### src/rtl/lt24_pixel_writer_if.sv
// Pixel request handshake plus LT24 8080 parallel bus pins for lt24_pixel_writer.
// master = pixel generator / bench side, slave = the writer itself.
interface lt24_pixel_writer_if;
  logic [7:0]  xAddr;
  logic [8:0]  yAddr;
  logic [15:0] pixelData;
  logic        pixelWrite;
  logic        pixelReady;
  logic        LT24Wr_n;
  logic        LT24Rd_n;
  logic        LT24CS_n;
  logic        LT24RS;
  logic [15:0] LT24Data;

  modport master (
    output xAddr, yAddr, pixelData, pixelWrite,
    input  pixelReady, LT24Wr_n, LT24Rd_n, LT24CS_n, LT24RS, LT24Data
  );

  modport slave (
    input  xAddr, yAddr, pixelData, pixelWrite,
    output pixelReady, LT24Wr_n, LT24Rd_n, LT24CS_n, LT24RS, LT24Data
  );
endinterface

### src/rtl/lt24_pixel_writer.sv
// Turns single pixel writes into ILI9341 column/page/memory-write bus sequences.
// Define LT24_STREAM_EN to send only the pixel word for consecutive pixels.
//
// state    | meaning
// IDLE     | ready for a request; bus released
// CMD_COL  | column address set command 0x2A
// DAT_COL  | four column bytes: start hi/lo, end hi/lo
// CMD_PAGE | page address set command 0x2B
// DAT_PAGE | four page bytes: start hi/lo, end hi/lo
// CMD_MEM  | memory write command 0x2C
// PIXEL    | RGB565 pixel word (RS=1)
module lt24_pixel_writer #(
  parameter int WIDTH   = 240,
  parameter int HEIGHT  = 320,
  parameter int WR_LOW  = 2,
  parameter int WR_HIGH = 2
) (
  input logic                clock,
  input logic                globalReset,
  lt24_pixel_writer_if.slave bus
);
  localparam int CNT_MAX = (WR_LOW > WR_HIGH) ? WR_LOW : WR_HIGH;
  localparam int CW      = (CNT_MAX < 2) ? 1 : $clog2(CNT_MAX);
  localparam logic [15:0]   X_END     = 16'(WIDTH - 1);
  localparam logic [15:0]   Y_END     = 16'(HEIGHT - 1);
  localparam logic [CW-1:0] LOW_LOAD  = CW'(WR_LOW - 1);
  localparam logic [CW-1:0] HIGH_LOAD = CW'(WR_HIGH - 1);

  typedef enum logic [2:0] {
    IDLE, CMD_COL, DAT_COL, CMD_PAGE, DAT_PAGE, CMD_MEM, PIXEL
  } state_t;

  state_t        state, state_nx;
  logic [1:0]    idx, idx_nx;
  logic          hi, hi_nx;
  logic [CW-1:0] cnt, cnt_nx;
  logic [7:0]    x_q, x_nx;
  logic [8:0]    y_q, y_nx;
  logic [15:0]   pix_q, pix_nx;
  logic          wr_n_q, cs_n_q, rs_q, ready_q;
  logic          wr_n_nx, cs_n_nx, rs_nx, ready_nx;
  logic [15:0]   data_q, data_nx;
  logic          in_range;
  logic          hit;

  assign in_range = (32'(bus.xAddr) < 32'(WIDTH)) && (32'(bus.yAddr) < 32'(HEIGHT));

`ifdef LT24_STREAM_EN
  logic [7:0] prev_x, prev_x_nx;
  logic [7:0] win_x0, win_x0_nx;
  logic [8:0] prev_y, prev_y_nx;
  logic       stream_valid, stream_valid_nx;

  // Second term follows the panel's own wrap from the window end back to win_x0.
  assign hit = stream_valid &&
               (((bus.yAddr == prev_y) && ({1'b0, bus.xAddr} == {1'b0, prev_x} + 9'd1)) ||
                ((prev_x == X_END[7:0]) && (bus.xAddr == win_x0) &&
                 ({1'b0, bus.yAddr} == {1'b0, prev_y} + 10'd1)));
`else
  assign hit = 1'b0;
`endif

  function automatic logic [15:0] addr_byte(logic [1:0] i, logic [15:0] start, logic [15:0] stop);
    case (i)
      2'd0:    addr_byte = {8'h00, start[15:8]};
      2'd1:    addr_byte = {8'h00, start[7:0]};
      2'd2:    addr_byte = {8'h00, stop[15:8]};
      default: addr_byte = {8'h00, stop[7:0]};
    endcase
  endfunction

  // Returns {RS, data} for the bus word belonging to a state/index.
  function automatic logic [16:0] word_of(state_t s, logic [1:0] i, logic [7:0] x,
                                          logic [8:0] y, logic [15:0] p);
    word_of = {1'b1, 16'h0000};
    case (s)
      CMD_COL:  word_of = {1'b0, 16'h002A};
      DAT_COL:  word_of = {1'b1, addr_byte(i, {8'h00, x}, X_END)};
      CMD_PAGE: word_of = {1'b0, 16'h002B};
      DAT_PAGE: word_of = {1'b1, addr_byte(i, {7'h00, y}, Y_END)};
      CMD_MEM:  word_of = {1'b0, 16'h002C};
      PIXEL:    word_of = {1'b1, p};
      default:  word_of = {1'b1, 16'h0000};
    endcase
  endfunction

  always_comb begin
    state_nx = state;
    idx_nx   = idx;
    hi_nx    = hi;
    cnt_nx   = cnt;
    x_nx     = x_q;
    y_nx     = y_q;
    pix_nx   = pix_q;
`ifdef LT24_STREAM_EN
    prev_x_nx       = prev_x;
    prev_y_nx       = prev_y;
    win_x0_nx       = win_x0;
    stream_valid_nx = stream_valid;
    if (state == IDLE && bus.pixelWrite && !in_range) stream_valid_nx = 1'b0;
`endif
    case (state)
      IDLE: begin
        if (bus.pixelWrite && in_range) begin
          x_nx     = bus.xAddr;
          y_nx     = bus.yAddr;
          pix_nx   = bus.pixelData;
          idx_nx   = 2'd0;
          hi_nx    = 1'b0;
          cnt_nx   = LOW_LOAD;
          state_nx = hit ? PIXEL : CMD_COL;
`ifdef LT24_STREAM_EN
          prev_x_nx = bus.xAddr;
          prev_y_nx = bus.yAddr;
          if (!hit) win_x0_nx = bus.xAddr;
`endif
        end
      end
      default: begin
        if (cnt != '0) begin
          cnt_nx = cnt - CW'(1);
        end else if (!hi) begin
          hi_nx  = 1'b1;
          cnt_nx = HIGH_LOAD;
        end else begin
          hi_nx  = 1'b0;
          cnt_nx = LOW_LOAD;
          case (state)
            CMD_COL: begin
              state_nx = DAT_COL;
              idx_nx   = 2'd0;
            end
            DAT_COL: begin
              idx_nx = idx + 2'd1;
              if (idx == 2'd3) state_nx = CMD_PAGE;
            end
            CMD_PAGE: begin
              state_nx = DAT_PAGE;
              idx_nx   = 2'd0;
            end
            DAT_PAGE: begin
              idx_nx = idx + 2'd1;
              if (idx == 2'd3) state_nx = CMD_MEM;
            end
            CMD_MEM: state_nx = PIXEL;
            default: begin
              state_nx = IDLE;
`ifdef LT24_STREAM_EN
              stream_valid_nx = 1'b1;
`endif
            end
          endcase
        end
      end
    endcase

    // Bus pins are registered from the next-state view so they never glitch.
    {rs_nx, data_nx} = word_of(state_nx, idx_nx, x_nx, y_nx, pix_nx);
    wr_n_nx  = (state_nx == IDLE) | hi_nx;
    cs_n_nx  = (state_nx == IDLE);
    ready_nx = (state_nx == IDLE);
  end

  always_ff @(posedge clock or posedge globalReset) begin
    if (globalReset) begin
      state   <= IDLE;
      idx     <= 2'd0;
      hi      <= 1'b0;
      cnt     <= '0;
      x_q     <= 8'h00;
      y_q     <= 9'h000;
      pix_q   <= 16'h0000;
      wr_n_q  <= 1'b1;
      cs_n_q  <= 1'b1;
      rs_q    <= 1'b1;
      data_q  <= 16'h0000;
      ready_q <= 1'b1;
    end else begin
      state   <= state_nx;
      idx     <= idx_nx;
      hi      <= hi_nx;
      cnt     <= cnt_nx;
      x_q     <= x_nx;
      y_q     <= y_nx;
      pix_q   <= pix_nx;
      wr_n_q  <= wr_n_nx;
      cs_n_q  <= cs_n_nx;
      rs_q    <= rs_nx;
      data_q  <= data_nx;
      ready_q <= ready_nx;
    end
  end

`ifdef LT24_STREAM_EN
  always_ff @(posedge clock or posedge globalReset) begin
    if (globalReset) begin
      prev_x       <= 8'h00;
      prev_y       <= 9'h000;
      win_x0       <= 8'h00;
      stream_valid <= 1'b0;
    end else begin
      prev_x       <= prev_x_nx;
      prev_y       <= prev_y_nx;
      win_x0       <= win_x0_nx;
      stream_valid <= stream_valid_nx;
    end
  end
`endif

  assign bus.pixelReady = ready_q;
  assign bus.LT24Wr_n   = wr_n_q;
  assign bus.LT24Rd_n   = 1'b1;
  assign bus.LT24CS_n   = cs_n_q;
  assign bus.LT24RS     = rs_q;
  assign bus.LT24Data   = data_q;
endmodule
### src/flat_wrapper.sv
// flat-port wrapper written by rule: the top's interface ports become plain ports
module lt24_pixel_writer_flat 
#(
  parameter int WIDTH   = 240,
  parameter int HEIGHT  = 320,
  parameter int WR_LOW  = 2,
  parameter int WR_HIGH = 2
)
  (clock, globalReset, bus_xAddr, bus_yAddr, bus_pixelData, bus_pixelWrite, bus_pixelReady, bus_LT24Wr_n, bus_LT24Rd_n, bus_LT24CS_n, bus_LT24RS, bus_LT24Data);
  lt24_pixel_writer_if bus_i ();
  input logic clock;
  input logic globalReset;
  input wire logic [$bits(bus_i.xAddr)-1:0] bus_xAddr;
  input wire logic [$bits(bus_i.yAddr)-1:0] bus_yAddr;
  input wire logic [$bits(bus_i.pixelData)-1:0] bus_pixelData;
  input wire logic [$bits(bus_i.pixelWrite)-1:0] bus_pixelWrite;
  output wire logic [$bits(bus_i.pixelReady)-1:0] bus_pixelReady;
  output wire logic [$bits(bus_i.LT24Wr_n)-1:0] bus_LT24Wr_n;
  output wire logic [$bits(bus_i.LT24Rd_n)-1:0] bus_LT24Rd_n;
  output wire logic [$bits(bus_i.LT24CS_n)-1:0] bus_LT24CS_n;
  output wire logic [$bits(bus_i.LT24RS)-1:0] bus_LT24RS;
  output wire logic [$bits(bus_i.LT24Data)-1:0] bus_LT24Data;
  assign bus_i.xAddr = bus_xAddr;
  assign bus_i.yAddr = bus_yAddr;
  assign bus_i.pixelData = bus_pixelData;
  assign bus_i.pixelWrite = bus_pixelWrite;
  assign bus_pixelReady = bus_i.pixelReady;
  assign bus_LT24Wr_n = bus_i.LT24Wr_n;
  assign bus_LT24Rd_n = bus_i.LT24Rd_n;
  assign bus_LT24CS_n = bus_i.LT24CS_n;
  assign bus_LT24RS = bus_i.LT24RS;
  assign bus_LT24Data = bus_i.LT24Data;
  lt24_pixel_writer #(.WIDTH(WIDTH), .HEIGHT(HEIGHT), .WR_LOW(WR_LOW), .WR_HIGH(WR_HIGH)) u_core (.clock(clock), .globalReset(globalReset), .bus(bus_i));
endmodule
### config.mk
export PLATFORM = sky130hd
export DESIGN_NAME = lt24_pixel_writer_flat
export DESIGN_NICKNAME = d
export VERILOG_FILES = /design/src/rtl/lt24_pixel_writer_if.sv /design/src/rtl/lt24_pixel_writer.sv /design/src/flat_wrapper.sv
export SDC_FILE = /design/constraint.sdc
export NUM_CORES = 1
export LEC_CHECK = 0
export BUFFER_PORTS_ARGS = -buffer_cell sky130_fd_sc_hd__buf_2
export CELL_PAD_IN_SITES_DETAIL_PLACEMENT = 0
export CELL_PAD_IN_SITES_GLOBAL_PLACEMENT = 1
export CORE_MARGIN = 4
export CORE_UTILIZATION = 41
export CTS_CLUSTER_DIAMETER = 150
export CTS_CLUSTER_SIZE = 30
export DETAILED_ROUTE_END_ITERATION = 7
export GPL_TIMING_DRIVEN = 0
export PLACE_DENSITY_LB_ADDON = 0.1
export SLEW_MARGIN = 15
export SYNTH_ARGS = -nofsm -noshare
export SYNTH_HDL_FRONTEND = slang
export SYNTH_SLANG_ARGS = --single-unit
### constraint.sdc
create_clock -name clock -period 3.2 [get_ports clock]
set_clock_uncertainty 0.15 [all_clocks]
set_input_delay 0.96 -clock clock [delete_from_list [all_inputs] [get_ports clock]]
set_output_delay 0.96 -clock clock [all_outputs]
set_load 0.03 [all_outputs]
==> run metrics, run 1 <==
WP buf/inv=1; ranking of synthesized cells by area=dfrtp_1, nand2_1, dfstp_2; # fillers=601; crit-path max cell delay=0.64 ns; Final Hold Viols=0; cts hold-fix bufs=0; Vias=2145; Max Cap Violations=0; Max transition margin=0.5261; Post-Syn Area=0.002644 mm²; Worst path depth=6; die height=88.30 µm; RSZ-0062 raised after global routing=no; Data arrival, critical path=around 2.9 ns; Critical Path Start Type=register; status=finished, final reports clean; Reg2Reg Setup Slack=0.41 ns; Tmin final=2.795 ns; first-pass GRT wire length=10450 µm; post-synthesis cell type count=between 40 and 50; number of synthesized flops with an enable pin=0; Final period util=0.8734; CP endpoint=u_core.bus.LT24Data[4]; final instance area=between 0.003 and 0.004 mm²; largest net degree at the start of global routing=60; row cnt=28; Finish-stage setup viols=0; wire per inst=15.16 µm; Syn Inst Count=275; number of global-route vias before repair=2110; H-Tree Depth=3; Worst Reg2Reg Path Length in Cells=6; final slew viol count=0; CTS tree=built; dpl hpwl=4567 µm; Via density=5.095; Num CTS Buffers=9; DR pass1 iterations=5; RePlAce Congestion=0.8063; Area after DPL=0.003015 mm²; gr ovfl total=0; Worst-Margin Slew=0.7109 ns; multi-input logic area=between 0.001 and 0.0015 mm²; register area=0.001480 mm²; sequential share of the synthesized area=0.5599; post-cts repair resize count=0; FF-to-FF Start=u_core.state[0]; Worst path top cell family by delay=simple AND/OR/NAND/NOR gates; Synth Register Bits=59; Initial Util=0.4337; DRC viols=0; initial antenna violation count=0; Worst Slack Setup Final=0.4050 ns; CTS Sinks=59; P_leak=1.662 nW; antenna viol nets, final=0; Place WS=0.06419 ns; Synth Flop Type=dfrtp_1; Core Area=~0.0061 mm²; VDD IR max=roughly 0.00045 V; I/O pins=57; Die Wd=88.30 µm; worst reg2reg path endpoint=u_core.bus.LT24Data[4]; Ys Warns=0; final core utilization=0.5306; post-synth top area share=0.5301; Setup CP Type=reg2reg; Mean Syn Cell Area=9.614 µm²; maximum fanout along the worst path=9; P&R area growth vs syn=22.34%; clock-pin slew on the worst setup and hold paths=0.07 ns; f_max=~0.36 GHz; post-CTS setup buffers=0; commonest non-fill, non-tap cell in the layout=nand2_1; die area=0.007797 mm²; root buf cell=clkbuf_8; Slowest cell on crit path=nor4b_4; share of layout cells above drive strength 1=0.2572; Critical Path RT=3.28 ns; Post-synth ARST share=1.000; Worst Setup SP=u_core.state[0]; Max Root-Sink Buffers=2; GRT Util Overall=0.1802; worst hold path class=reg2reg; Power Total=0.003108 W; clk_lat worst skew=around 0.33 ns; Crit. End Element=register; 1st-iter DRT viols=125; leading area contributor after synthesis=dfrtp_1; most frequent cells in the layout=nand2_1, buf_2, dfrtp_1, clkbuf_1, o21ai_0; Syn Nets=312; Port Buffers=55; worst path cell trace=or3_1 -> clkbuf_1 -> nor4b_4 -> mux2_2 -> o21a_1 -> a211o_1; # nets final=378; total length of routed wires=between 6000 and 7000 µm; Diodes inserted=0; Fin Setup TNS=0 ns; PwrDens=961.0 mW/mm²
## metal layers
layer | vias to the layer above | global-route usage | part of all wire
met4 | 0 | 0.07005 | 0.016
met3 | 9 | 0.04749 | 0.052
met5 | - | 0 | 0
li1 | 1070 | - | -
met2 | 60 | 0.2672 | 0.45
met1 | 1006 | 0.2531 | 0.48
## logic make-up after synthesis
logic type	share of synthesized area
compound gates	0.1335
xor+xnor	0.003313
fa+ha+maj	0.004732
buf+inv	0.03265
flops	0.5599
mux	0.02414
other cells	0.001418
simple gates	0.2404
## worst min-delay path by stage
stage                     startpoint               end  slack, ns  depth (start not counted)
floorplan           u_core.pix_q[11]  u_core.pix_q[11]       0.28                          2
global placement    u_core.pix_q[10]  u_core.pix_q[10]       0.30                          2
detailed placement  u_core.pix_q[11]  u_core.pix_q[11]       0.30                          2
CTS                 u_core.pix_q[11]  u_core.pix_q[11]       0.32                          2
global route        u_core.pix_q[11]  u_core.pix_q[11]       0.33                          2
finish              u_core.pix_q[11]  u_core.pix_q[11]       0.32                          2
## layout make-up
class                           count  area share
Sequential cell                    59      0.4576
Multi-Input combinational cell    196      0.3331
Clock buffer                       12     0.04487
Inverter                            4    0.005416
Tap cell                           75     0.02901
Buffer                             16     0.02205
Timing Repair Buffer               55     0.08511
Clock inverter                      4     0.02282
## synth_stat cells (all sizes together) (4+ instances only)
| cell | count |
|---|---|
| and2 | 8 |
| buf | 5 |
| clkbuf | 11 |
| dfrtp | 56 |
| inv | 4 |
| nand2 | 95 |
| nand3 | 9 |
| nor2 | 9 |
| nor2b | 4 |
| nor3b | 4 |
| o21a | 4 |
| o21ai | 12 |
| o221ai | 7 |
## through the flow
step / instances / hold slack, ns
finish: 421 / 0.3182
floorplan: 275 / 0.2834
CTS: 421 / 0.3180
global route: 421 / 0.3347
global placement: 405 / 0.2973
detailed placement: 405 / 0.3000
## where the power goes
group	internal, W	switching [W]	total [W]
logic	0.000406	0.000762	0.00117
registers	0.00105	0.000136	0.00119
clock network	0.000460	0.000289	0.000749
## tightest hold or removal path, cell delays in order, from the launching register on
cell and delay, ns:
dfrtp_1 0.32, nand2_1 0.05, nand2_1 0.07
## state kept, by name, indices dropped and copies added (netlist names)
register,flops
u_core.state,3
u_core.x_q,8
u_core.bus.LT24CS_n,1
u_core.idx,2
u_core.pix_q,16
u_core.y_q,9
u_core.hi,1
u_core.bus.LT24RS,1
u_core.cnt,1
u_core.bus.LT24Wr_n,1
u_core.bus.LT24Data,16
Power figures use the tool's default switching activity.
==> run 2, diff against run 1 <==
- CORE_ASPECT_RATIO: default -> 1.4
- CORE_UTILIZATION: 41 -> 30
==> run metrics, run 2 (synthesized netlist as in run 1, its figures left out) <==
maximum fanout along the worst path=9 (unchanged); CTS tree=built (unchanged); most frequent cells in the layout=nand2_1, buf_2, dfrtp_1, clkbuf_1, o21ai_0 (unchanged); NetSw=0.001241 W (was 0.001186 W); 1st-iter DRT viols=77 (was 125); final slew viol count=0 (unchanged); # fillers=902 (was 601); row cnt=40 (was 28); H-Tree Depth=3 (unchanged); VDD IR max=0.0003604 V (was 0.0004533 V); Max Root-Sink Buffers=2 (unchanged); clk_lat worst skew=0.33 ns (about the same); I/O pins=57 (unchanged); DRC viols=0 (unchanged); cts hold-fix bufs=0 (unchanged); largest net degree at the start of global routing=49 (was 60); Fin Hold WS=0.3083 ns (was 0.3182 ns); M1 wire length=3199 µm (was 3094 µm); Setup CP Type=reg2reg (unchanged); # nets final=379 (was 378); first-pass GRT wire length=11450 µm (was 10450 µm); Worst path top cell family by delay=simple AND/OR/NAND/NOR gates (unchanged); share of layout cells above drive strength 1=0.2565 (was 0.2572); initial antenna violation count=0 (unchanged); die area=0.01040 mm² (was 0.007797 mm²); Int Power=0.002029 W (was 0.001922 W); Crit. End Element=register (unchanged); Finish-stage setup viols=0 (unchanged); post-CTS setup buffers=0 (unchanged); wire per inst=15.88 µm (was 15.16 µm); antenna viol nets, final=0 (unchanged); Initial Util=0.3071 (was 0.4337); status=finished, final reports clean (unchanged); Diodes inserted=0 (unchanged); register area=0.001480 mm² (unchanged); number of global-route vias before repair=2161 (was 2110); Comb pwr share=0.365 (was 0.376); Hold Path Cell Cnt=2 (unchanged); Via density=4.732 (was 5.095); met3 wire len=306 µm (was 330 µm); Die Wd=87.34 µm (was 88.30 µm); Port Buffers=55 (unchanged); RePlAce Congestion=0.7590 (was 0.8063); DR pass1 iterations=4 (was 5); PwrDens=974.9 mW/mm² (was 961.0 mW/mm²); sequential share of power=0.365 (was 0.383); Num CTS Buffers=9 (unchanged); Core Area=0.008608 mm² (was 0.006096 mm²); Critical Path RT=3.26 ns (was 3.28 ns); total length of routed wires=7177 µm (was 6381 µm); Clk pwr share=0.270 (was 0.241); root buf cell=clkbuf_16 (was clkbuf_8); multi-input logic area=0.001077 mm² (unchanged); P_leak=1.700 nW (was 1.662 nW); commonest non-fill, non-tap cell in the layout=nand2_1 (unchanged); worst path cell trace=or3_1 -> clkbuf_1 -> nor4b_4 -> mux2_2 -> o21a_1 -> a211o_1 (unchanged); Worst-Margin Slew=0.6509 ns (was 0.7109 ns); Tmin final=2.788 ns (was 2.795 ns); Max Cap Violations=0 (unchanged); die height=119.1 µm (was 88.30 µm); gr ovfl total=0 (unchanged); Power Total=0.003270 W (was 0.003108 W); Vias=2139 (was 2145); Final Hold Viols=0 (unchanged); met2 wire len=3569 µm (was 2854 µm); Switching Share=0.3795 (was 0.3817); Final period util=0.8713 (was 0.8734); dpl hpwl=5075 µm (was 4567 µm); Slowest cell on crit path=nor4b_4 (unchanged); CTS Sinks=59 (unchanged); RSZ-0062 raised after global routing=no (unchanged); Data arrival, critical path=2.85 ns (was 2.87 ns); WP buf/inv=1 (unchanged); clock-pin slew on the worst setup and hold paths=0.05 ns (was 0.07 ns); Worst path depth=6 (unchanged); Max transition margin=0.5642 (was 0.5261); Critical Path Start Type=register (unchanged); P&R area growth vs syn=26.88% (was 22.34%); Worst Reg2Reg Path Length in Cells=6 (unchanged); Reg2Reg Setup Slack=0.41 ns (about the same); worst hold path class=reg2reg (unchanged); crit-path max cell delay=0.64 ns (about the same); GRT Util Overall=0.1474 (was 0.1802); f_max=0.3586 GHz (was 0.3578 GHz); max layer used=met4 (unchanged); post-cts repair resize count=0 (unchanged)
run 2: changes by cell type in the layout (fill, tap and decap cells not counted), sizes merged:
| cell | change |
|---|---|
| bufinv | -2 |
| clkbuf | +2 |
| buf | +1 |
run 2: path summary, 6_finish.rpt:
path | from | end
worst min-delay path | u_core.pix_q[12] | u_core.pix_q[12]
worst min register to register | u_core.pix_q[12] | u_core.pix_q[12]
worst max register to register | u_core.state[0] | u_core.bus.LT24Data[4]
min in group asynchronous | globalReset | u_core.pix_q[13]
max in group asynchronous | globalReset | u_core.bus.LT24Data[14]
worst max-delay path | u_core.state[0] | u_core.bus.LT24Data[4]
run 2: layout make-up:
type	instances	share of cell area
Inverter	4	0.005222
Sequential cell	59	0.4413
Clock inverter	2	0.002984
Multi-Input combinational cell	196	0.3211
Tap cell	105	0.03916
Buffer	16	0.02126
Timing Repair Buffer	56	0.09026
Clock buffer	14	0.07870
run 2: per-stage QoR:
stage,area (µm²),setup slack [ns],utilization,std cells,setup TNS (ns)
6_report,3354,0.4117,0.3897,452,0
5_1_grt,3354,0.2529,0.3897,452,0
4_1_cts,3354,0.3687,0.3897,452,0
3_5_place_dp,3080,0.06942,0.3578,436,0
3_3_place_gp,3050,-0.2396,0.3544,435,-13.20
2_1_floorplan,2644,0.4632,-,275,0
run 2: metal layers:
metal	up-vias	global-route usage
met4	0	0.06334
met5	-	0
met3	9	0.03460
met1	1003	0.1845
met2	52	0.2387
li1	1075	-
run 2: power groups by stage:
stage          logic (W)  clock network (W)  registers (W)
3_5_place_dp     0.00121                  0        0.00120
4_1_cts          0.00122           0.000903        0.00119
2_1_floorplan   0.000733                  0        0.00131
5_1_grt          0.00134           0.000932        0.00123
3_3_place_gp     0.00120                  0        0.00120
6_report         0.00119           0.000884        0.00119
run 2: worst reg2reg max path: cells and delay by family (launching register included):
kind | cells | cell delay [ns]
buffers and inverters | 1 | 0.20
AO/OA/AOI/OAI | 2 | 0.43
multiplexers | 1 | 0.43
flip-flops | 1 | 0.46
AND/OR/NAND/NOR | 2 | 1.01
